<file path="src/rtl/pipe_hazard_ctrl_if.sv">
// rtl/pipe_hazard_ctrl_if.sv - hazard controller bundle between pipeline datapath and control
interface pipe_hazard_ctrl_if;
  logic [4:0] rs_d, rt_d, rs_e, rt_e;
  logic [4:0] writereg_e, writereg_m, writereg_w;
  logic       branch_d;
  logic       regwrite_e, regwrite_m, regwrite_w;
  logic       memtoreg_e, memtoreg_m;
  logic       div_start_e, dmem_wait, exc_m;
  logic       stall_f, stall_d, stall_e, stall_m;
  logic       flush_d, flush_e, flush_m, flush_w;
  logic [1:0] forward_a_e, forward_b_e;
  logic       div_busy, div_done;

  modport master (
    output rs_d, rt_d, rs_e, rt_e, writereg_e, writereg_m, writereg_w, branch_d,
           regwrite_e, regwrite_m, regwrite_w, memtoreg_e, memtoreg_m,
           div_start_e, dmem_wait, exc_m,
    input  stall_f, stall_d, stall_e, stall_m, flush_d, flush_e, flush_m, flush_w,
           forward_a_e, forward_b_e, div_busy, div_done
  );

  modport slave (
    input  rs_d, rt_d, rs_e, rt_e, writereg_e, writereg_m, writereg_w, branch_d,
           regwrite_e, regwrite_m, regwrite_w, memtoreg_e, memtoreg_m,
           div_start_e, dmem_wait, exc_m,
    output stall_f, stall_d, stall_e, stall_m, flush_d, flush_e, flush_m, flush_w,
           forward_a_e, forward_b_e, div_busy, div_done
  );
endinterface

</file>
<file path="src/rtl/pipe_hazard_ctrl.sv">
// rtl/pipe_hazard_ctrl.sv - 5-stage pipeline stall/flush/forward control with divide sequencer
// All freeze and bubble decisions for pc, F/D, D/E, E/M and M/W come from here.
module pipe_hazard_ctrl #(
  parameter int DIV_CYCLES = 32,
  parameter int CW         = 6
) (
  input logic          clk,
  input logic          reset,
  pipe_hazard_ctrl_if.slave hz
);

  typedef enum logic [1:0] {IDLE, BUSY, DONE} state_t;

  state_t        state;
  logic [CW-1:0] cnt;

  logic lwstall, brstall, ld_hz, div_stall, mem_stall;

  // Register $0 is hardwired, so a zero destination never creates a dependency.
  function automatic logic dep(input logic [4:0] dst, input logic [4:0] src);
    return (dst != 5'd0) && (dst == src);
  endfunction

  function automatic logic [1:0] fwd_sel(input logic [4:0] src, input logic rw_m,
                                         input logic [4:0] wr_m, input logic rw_w,
                                         input logic [4:0] wr_w);
    if (rw_m && dep(wr_m, src))      return 2'b10;
    else if (rw_w && dep(wr_w, src)) return 2'b01;
    else                             return 2'b00;
  endfunction

  always_ff @(posedge clk) begin
    if (reset) begin
      state <= IDLE;
      cnt   <= '0;
    end else if (hz.exc_m) begin
      state <= IDLE;
      cnt   <= '0;
    end else begin
      case (state)
        IDLE: if (hz.div_start_e) begin
          state <= BUSY;
          cnt   <= CW'(DIV_CYCLES - 1);
        end
        BUSY: if (cnt == '0) state <= DONE;
              else           cnt   <= cnt - CW'(1);
        DONE: if (!hz.dmem_wait) state <= IDLE;
        default: state <= IDLE;
      endcase
    end
  end

  assign lwstall = hz.memtoreg_e && hz.regwrite_e &&
                   (dep(hz.writereg_e, hz.rs_d) || dep(hz.writereg_e, hz.rt_d));
  assign brstall = hz.branch_d &&
                   ((hz.regwrite_e && (dep(hz.writereg_e, hz.rs_d) || dep(hz.writereg_e, hz.rt_d))) ||
                    (hz.memtoreg_m && (dep(hz.writereg_m, hz.rs_d) || dep(hz.writereg_m, hz.rt_d))));
  assign ld_hz     = lwstall || brstall;
  assign mem_stall = hz.dmem_wait;
  assign div_stall = (state == BUSY) || ((state == IDLE) && hz.div_start_e);

  assign hz.forward_a_e = fwd_sel(hz.rs_e, hz.regwrite_m, hz.writereg_m, hz.regwrite_w, hz.writereg_w);
  assign hz.forward_b_e = fwd_sel(hz.rt_e, hz.regwrite_m, hz.writereg_m, hz.regwrite_w, hz.writereg_w);
  assign hz.div_busy    = (state == BUSY);
  assign hz.div_done    = (state == DONE);

  // A bubble into a stage is dropped whenever a higher-priority cause is holding that stage.
  always_comb begin
    hz.stall_f = 1'b0;
    hz.stall_d = 1'b0;
    hz.stall_e = 1'b0;
    hz.stall_m = 1'b0;
    hz.flush_d = 1'b0;
    hz.flush_e = 1'b0;
    hz.flush_m = 1'b0;
    hz.flush_w = 1'b0;
    if (hz.exc_m) begin
      hz.flush_d = 1'b1;
      hz.flush_e = 1'b1;
      hz.flush_m = 1'b1;
      hz.flush_w = 1'b1;
    end else begin
      hz.stall_f = mem_stall || div_stall || ld_hz;
      hz.stall_d = mem_stall || div_stall || ld_hz;
      hz.stall_e = mem_stall || div_stall;
      hz.stall_m = mem_stall;
      hz.flush_w = mem_stall;
      hz.flush_m = div_stall && !mem_stall;
      hz.flush_e = ld_hz && !mem_stall && !div_stall;
    end
  end

endmodule
</file>
<file path="src/flat_wrapper.sv">
// flat-port wrapper written by rule: the top's interface ports become plain ports
module pipe_hazard_ctrl_flat 
#(
  parameter int DIV_CYCLES = 32,
  parameter int CW         = 6
)
  (clk, reset, hz_rs_d, hz_rt_d, hz_rs_e, hz_rt_e, hz_writereg_e, hz_writereg_m, hz_writereg_w, hz_branch_d, hz_regwrite_e, hz_regwrite_m, hz_regwrite_w, hz_memtoreg_e, hz_memtoreg_m, hz_div_start_e, hz_dmem_wait, hz_exc_m, hz_stall_f, hz_stall_d, hz_stall_e, hz_stall_m, hz_flush_d, hz_flush_e, hz_flush_m, hz_flush_w, hz_forward_a_e, hz_forward_b_e, hz_div_busy, hz_div_done);
  pipe_hazard_ctrl_if hz_i ();
  input logic clk;
  input logic reset;
  input wire logic [$bits(hz_i.rs_d)-1:0] hz_rs_d;
  input wire logic [$bits(hz_i.rt_d)-1:0] hz_rt_d;
  input wire logic [$bits(hz_i.rs_e)-1:0] hz_rs_e;
  input wire logic [$bits(hz_i.rt_e)-1:0] hz_rt_e;
  input wire logic [$bits(hz_i.writereg_e)-1:0] hz_writereg_e;
  input wire logic [$bits(hz_i.writereg_m)-1:0] hz_writereg_m;
  input wire logic [$bits(hz_i.writereg_w)-1:0] hz_writereg_w;
  input wire logic [$bits(hz_i.branch_d)-1:0] hz_branch_d;
  input wire logic [$bits(hz_i.regwrite_e)-1:0] hz_regwrite_e;
  input wire logic [$bits(hz_i.regwrite_m)-1:0] hz_regwrite_m;
  input wire logic [$bits(hz_i.regwrite_w)-1:0] hz_regwrite_w;
  input wire logic [$bits(hz_i.memtoreg_e)-1:0] hz_memtoreg_e;
  input wire logic [$bits(hz_i.memtoreg_m)-1:0] hz_memtoreg_m;
  input wire logic [$bits(hz_i.div_start_e)-1:0] hz_div_start_e;
  input wire logic [$bits(hz_i.dmem_wait)-1:0] hz_dmem_wait;
  input wire logic [$bits(hz_i.exc_m)-1:0] hz_exc_m;
  output wire logic [$bits(hz_i.stall_f)-1:0] hz_stall_f;
  output wire logic [$bits(hz_i.stall_d)-1:0] hz_stall_d;
  output wire logic [$bits(hz_i.stall_e)-1:0] hz_stall_e;
  output wire logic [$bits(hz_i.stall_m)-1:0] hz_stall_m;
  output wire logic [$bits(hz_i.flush_d)-1:0] hz_flush_d;
  output wire logic [$bits(hz_i.flush_e)-1:0] hz_flush_e;
  output wire logic [$bits(hz_i.flush_m)-1:0] hz_flush_m;
  output wire logic [$bits(hz_i.flush_w)-1:0] hz_flush_w;
  output wire logic [$bits(hz_i.forward_a_e)-1:0] hz_forward_a_e;
  output wire logic [$bits(hz_i.forward_b_e)-1:0] hz_forward_b_e;
  output wire logic [$bits(hz_i.div_busy)-1:0] hz_div_busy;
  output wire logic [$bits(hz_i.div_done)-1:0] hz_div_done;
  assign hz_i.rs_d = hz_rs_d;
  assign hz_i.rt_d = hz_rt_d;
  assign hz_i.rs_e = hz_rs_e;
  assign hz_i.rt_e = hz_rt_e;
  assign hz_i.writereg_e = hz_writereg_e;
  assign hz_i.writereg_m = hz_writereg_m;
  assign hz_i.writereg_w = hz_writereg_w;
  assign hz_i.branch_d = hz_branch_d;
  assign hz_i.regwrite_e = hz_regwrite_e;
  assign hz_i.regwrite_m = hz_regwrite_m;
  assign hz_i.regwrite_w = hz_regwrite_w;
  assign hz_i.memtoreg_e = hz_memtoreg_e;
  assign hz_i.memtoreg_m = hz_memtoreg_m;
  assign hz_i.div_start_e = hz_div_start_e;
  assign hz_i.dmem_wait = hz_dmem_wait;
  assign hz_i.exc_m = hz_exc_m;
  assign hz_stall_f = hz_i.stall_f;
  assign hz_stall_d = hz_i.stall_d;
  assign hz_stall_e = hz_i.stall_e;
  assign hz_stall_m = hz_i.stall_m;
  assign hz_flush_d = hz_i.flush_d;
  assign hz_flush_e = hz_i.flush_e;
  assign hz_flush_m = hz_i.flush_m;
  assign hz_flush_w = hz_i.flush_w;
  assign hz_forward_a_e = hz_i.forward_a_e;
  assign hz_forward_b_e = hz_i.forward_b_e;
  assign hz_div_busy = hz_i.div_busy;
  assign hz_div_done = hz_i.div_done;
  pipe_hazard_ctrl #(.DIV_CYCLES(DIV_CYCLES), .CW(CW)) u_core (.clk(clk), .reset(reset), .hz(hz_i));
endmodule
</file>
<file path="config.mk">
export PLATFORM = sky130hd
export DESIGN_NAME = pipe_hazard_ctrl_flat
export DESIGN_NICKNAME = d
export VERILOG_FILES = /design/src/rtl/pipe_hazard_ctrl_if.sv /design/src/rtl/pipe_hazard_ctrl.sv /design/src/flat_wrapper.sv
export SDC_FILE = /design/constraint.sdc
export NUM_CORES = 1
export LEC_CHECK = 0
export BUFFER_PORTS_ARGS = -buffer_cell sky130_fd_sc_hd__buf_2
export CAP_MARGIN = 20
export CELL_PAD_IN_SITES_DETAIL_PLACEMENT = 0
export CELL_PAD_IN_SITES_GLOBAL_PLACEMENT = 1
export CORE_ASPECT_RATIO = 1.1
export CORE_MARGIN = 2
export CORE_UTILIZATION = 30
export CTS_CLUSTER_DIAMETER = 50
export DETAILED_ROUTE_END_ITERATION = 12
export PLACE_DENSITY = 0.82
export SYNTH_ARGS = -nofsm -noshare
export SYNTH_HDL_FRONTEND = slang
export SYNTH_SLANG_ARGS = --single-unit
</file>
<file path="constraint.sdc">
create_clock -name clk -period 3.1 [get_ports clk]
set_input_delay 0.775 -clock clk [delete_from_list [all_inputs] [get_ports clk]]
set_output_delay 0.775 -clock clk [all_outputs]
set_load 0.02 [all_outputs]
</file>
==> results by group <==
Status
  – Run status: completed

Clock tree
  – TritonCTS clock tree: built
  – CTS root buffer: clkbuf_4
  – Total CTS buffers: 3
  – Clk buf depth: 2
  – CTS Sinks: 8
  – Clk_lat worst skew: approximately 260 ps
  – Hold buffer count at cts: 0
  – H-Tree Level Count: 1
  – Post_cts resized: 0
  – Number of post-CTS setup repair buffers: 0
  – CTS clock-pin slew for the worst setup and hold paths: 50 ps

Drt
  – WL final: 2520 um
  – Post-DRT Antenna Nets: 0
  – First-pass iteration count of the detailed router: 2
  – Vias: 1053
  – Iter 0 DRT Violations: 28
  – DRC Markers: 0
  – Drt via density: slightly below 5
  – Routed WL per cell: between 10 and 15 um

Pwr
  – Power Density: approximately 270 nW/um^2
  – Lkg Pwr: between 0.6 and 0.7 nW
  – Peak VDD IR: approximately 0.000074 V

Global route
  – GR Util All Layers: 0.136
  – First-pass GRT wire length: approximately 4300 um
  – Vias in the first global route: slightly below 1k
  – Initial antenna violation count: 0
  – Grt total ovfl: 0
  – Largest net degree at the start of global routing: 11

Worst hold path
  – Min-Delay Path Depth: 2
  – HP Class: reg2reg
  – HP Start: u_core.cnt[4]
  – Hold endpoint: u_core.cnt[4]

STA
  – Final Max Slew Viols: 0
  – Min cycle time layout: roughly 3000 ps
  – Slew Limit Headroom: 0.680
  – Final setup violation count: 0
  – TNS Setup: 0 ps
  – FMAX: roughly 0.33 GHz
  – RSZ-0062 raised after global routing: false
  – Final hold vios: 0
  – Crit share post-route: 0.969
  – Worst slew pin tran: 479 ps
  – Fin Clk Skew: 0.553 ps

Yosys
  – Post-Syn Area per Cell: a little under 8 sq um
  – YS warnings: 0
  – Seq cells post-synth: 8
  – Post-synthesis sequential area ratio: 0.156
  – Cells after Synth: 131
  – Mapped Area: a little over 1000 sq um
  – Number of distinct library cells after synthesis: 32
  – Syn nets: approximately 180

Cells and area
  – Area used by multi-input combinational logic: ~790 sq um
  – Sequential Area: roughly 160 sq um
  – Layout Nets: around 230
  – FILL cells: 359
  – Layout cells sized above 1: 0.372
  – Area delta synth->final: 29.9%
  – N_diodes: 0
  – Final non-filler cell total: around 220

Die
  – Core area: roughly 3300 sq um
  – Full die area: roughly 4000 sq um
  – Die Wd: approximately 60 um
  – # rows: 22
  – IO Count: 60
  – DIE HEIGHT: around 65 um
  – Initial Utilization: 0.310

Place
  – Port Buf Inserts: 59
  – Gpl congestion: 0.859
  – Cell Count Post-Placement: between 200 and 250
  – Detail Placement HPWL: ~2200 um

Critical path
  – Startpoint types: input pin
  – R2r setup slk: about 1300 ps
  – Arrival time at the worst endpoint: about 2200 ps
  – Critical Path Fanout Max: 3
  – Critical path class: in2out
  – Reg2reg start: u_core.state[0]
  – Reg2reg path depth: 5
  – Critical Path End Type: primary output
  – Crit Reg-Reg Endpoint: u_core.cnt[4]
  – Worst path required time: 2320 ps

Job
  – # Max-Cap Violations: 0
[synthesized netlist by cell type (all sizes together)]
master  count  area share
or4         5       0.037
a31oi       1      0.0061
clkbuf      1      0.0037
o21ai       5       0.039
o31a        1       0.017
nor2b       3       0.018
or3         1       0.011
a211oi      2       0.015
nor3       12       0.059
nor2       11       0.040
and2        1      0.0061
xor2       37        0.32
o41a        1       0.011
a22oi       3       0.022
a21oi       2      0.0098
ha          2       0.024
nand3       3       0.015
nor4        4       0.024
nand2       3       0.011
o31ai       1      0.0073
o22ai       1      0.0061
xnor2       6       0.051
inv         4       0.015
o221ai      1      0.0085
or2         2       0.012
dfxtp       8        0.16
buf         9       0.051
a21o        1      0.0073
[sequential cells by signal, summed over array words and instances, names as in the netlist]
name,cells
u_core.state,2
u_core.cnt,6
[per-stage QoR]
| step | power [mW] | setup WS [ps] | hold WS [ps] | instance area, sq um | utilization |
|---|---|---|---|---|---|
| 6_report | 0.364 | 97.3 | 513 | 1330 | 0.403 |
| 3_3_place_gp | 0.284 | 91.8 | 495 | 1310 | 0.396 |
| 2_1_floorplan | 0.227 | 84.7 | 477 | 1020 | - |
| 4_1_cts | 0.369 | 90.9 | 514 | 1330 | 0.403 |
| 3_5_place_dp | 0.285 | 95.1 | 506 | 1310 | 0.396 |
| 5_1_grt | 0.394 | 33.3 | 569 | 1330 | 0.403 |
[area by class of cell]
| type | instances | share of cell area |
|---|---|---|
| Timing Repair Buffer | 59 | 0.222 |
| Sequential cell | 8 | 0.120 |
| Clock buffer | 3 | 0.0169 |
| Inverter | 4 | 0.0113 |
| Multi-Input combinational cell | 109 | 0.596 |
| Tap cell | 36 | 0.0338 |
[cell usage in the layout, fill, tap and decap left out, drive strengths merged, types with 4 or more instances in the layout]
cell	count
or4	5
o21ai	5
buf	59
xnor2	6
dfxtp	8
inv	4
nor3	12
xor2	37
nor4	4
nor2	11
[routing by layer]
metal | vias up | part of all wire | global-route usage
li1 | 558 | - | -
met1 | 466 | 0.46 | 0.175
met2 | 26 | 0.49 | 0.245
met3 | 3 | 0.044 | 0.0177
met4 | 0 | 0.0048 | 0.0167
met5 | - | 0 | 0
[worst max-delay path by stage]
stage / start / endpoint / slack, ps / cells after the start
after floorplan: hz_writereg_m[4] / hz_forward_a_e[0] / 80 / 5
after global placement: hz_writereg_e[0] / hz_stall_f / 90 / 6
after detailed placement: hz_writereg_e[0] / hz_stall_f / 100 / 6
after CTS: hz_writereg_e[0] / hz_stall_f / 90 / 6
after global routing: hz_writereg_e[0] / hz_stall_f / 30 / 6
final: hz_writereg_e[0] / hz_stall_f / 100 / 6
[where the power goes]
part	total [mW]	leakage, nW	switching, mW	internal, mW
Clock	0.0821	0.0138	0.0376	0.0444
Sequential	0.114	0.0656	0.00574	0.109
Combinational	0.167	0.553	0.0897	0.0778
[kinds of logic after synthesis]
kind of cell               count (synthesis)  synth area share
DFF                                        8             0.156
and+or+nand+nor                           45             0.233
adders and majority gates                  2            0.0244
buffers and inverters                     14            0.0696
AOI/OAI and AO/OA                         19             0.149
xor gates and xnor gates                  43             0.368
[worst max-delay path, cell delays in order]
cell and delay, ps:
buf_2 120, or4_1 530, o221ai_1 190, o22ai_1 120
o41a_1 330, buf_2 170
Note: power is estimated with default switching activity, not from simulation.
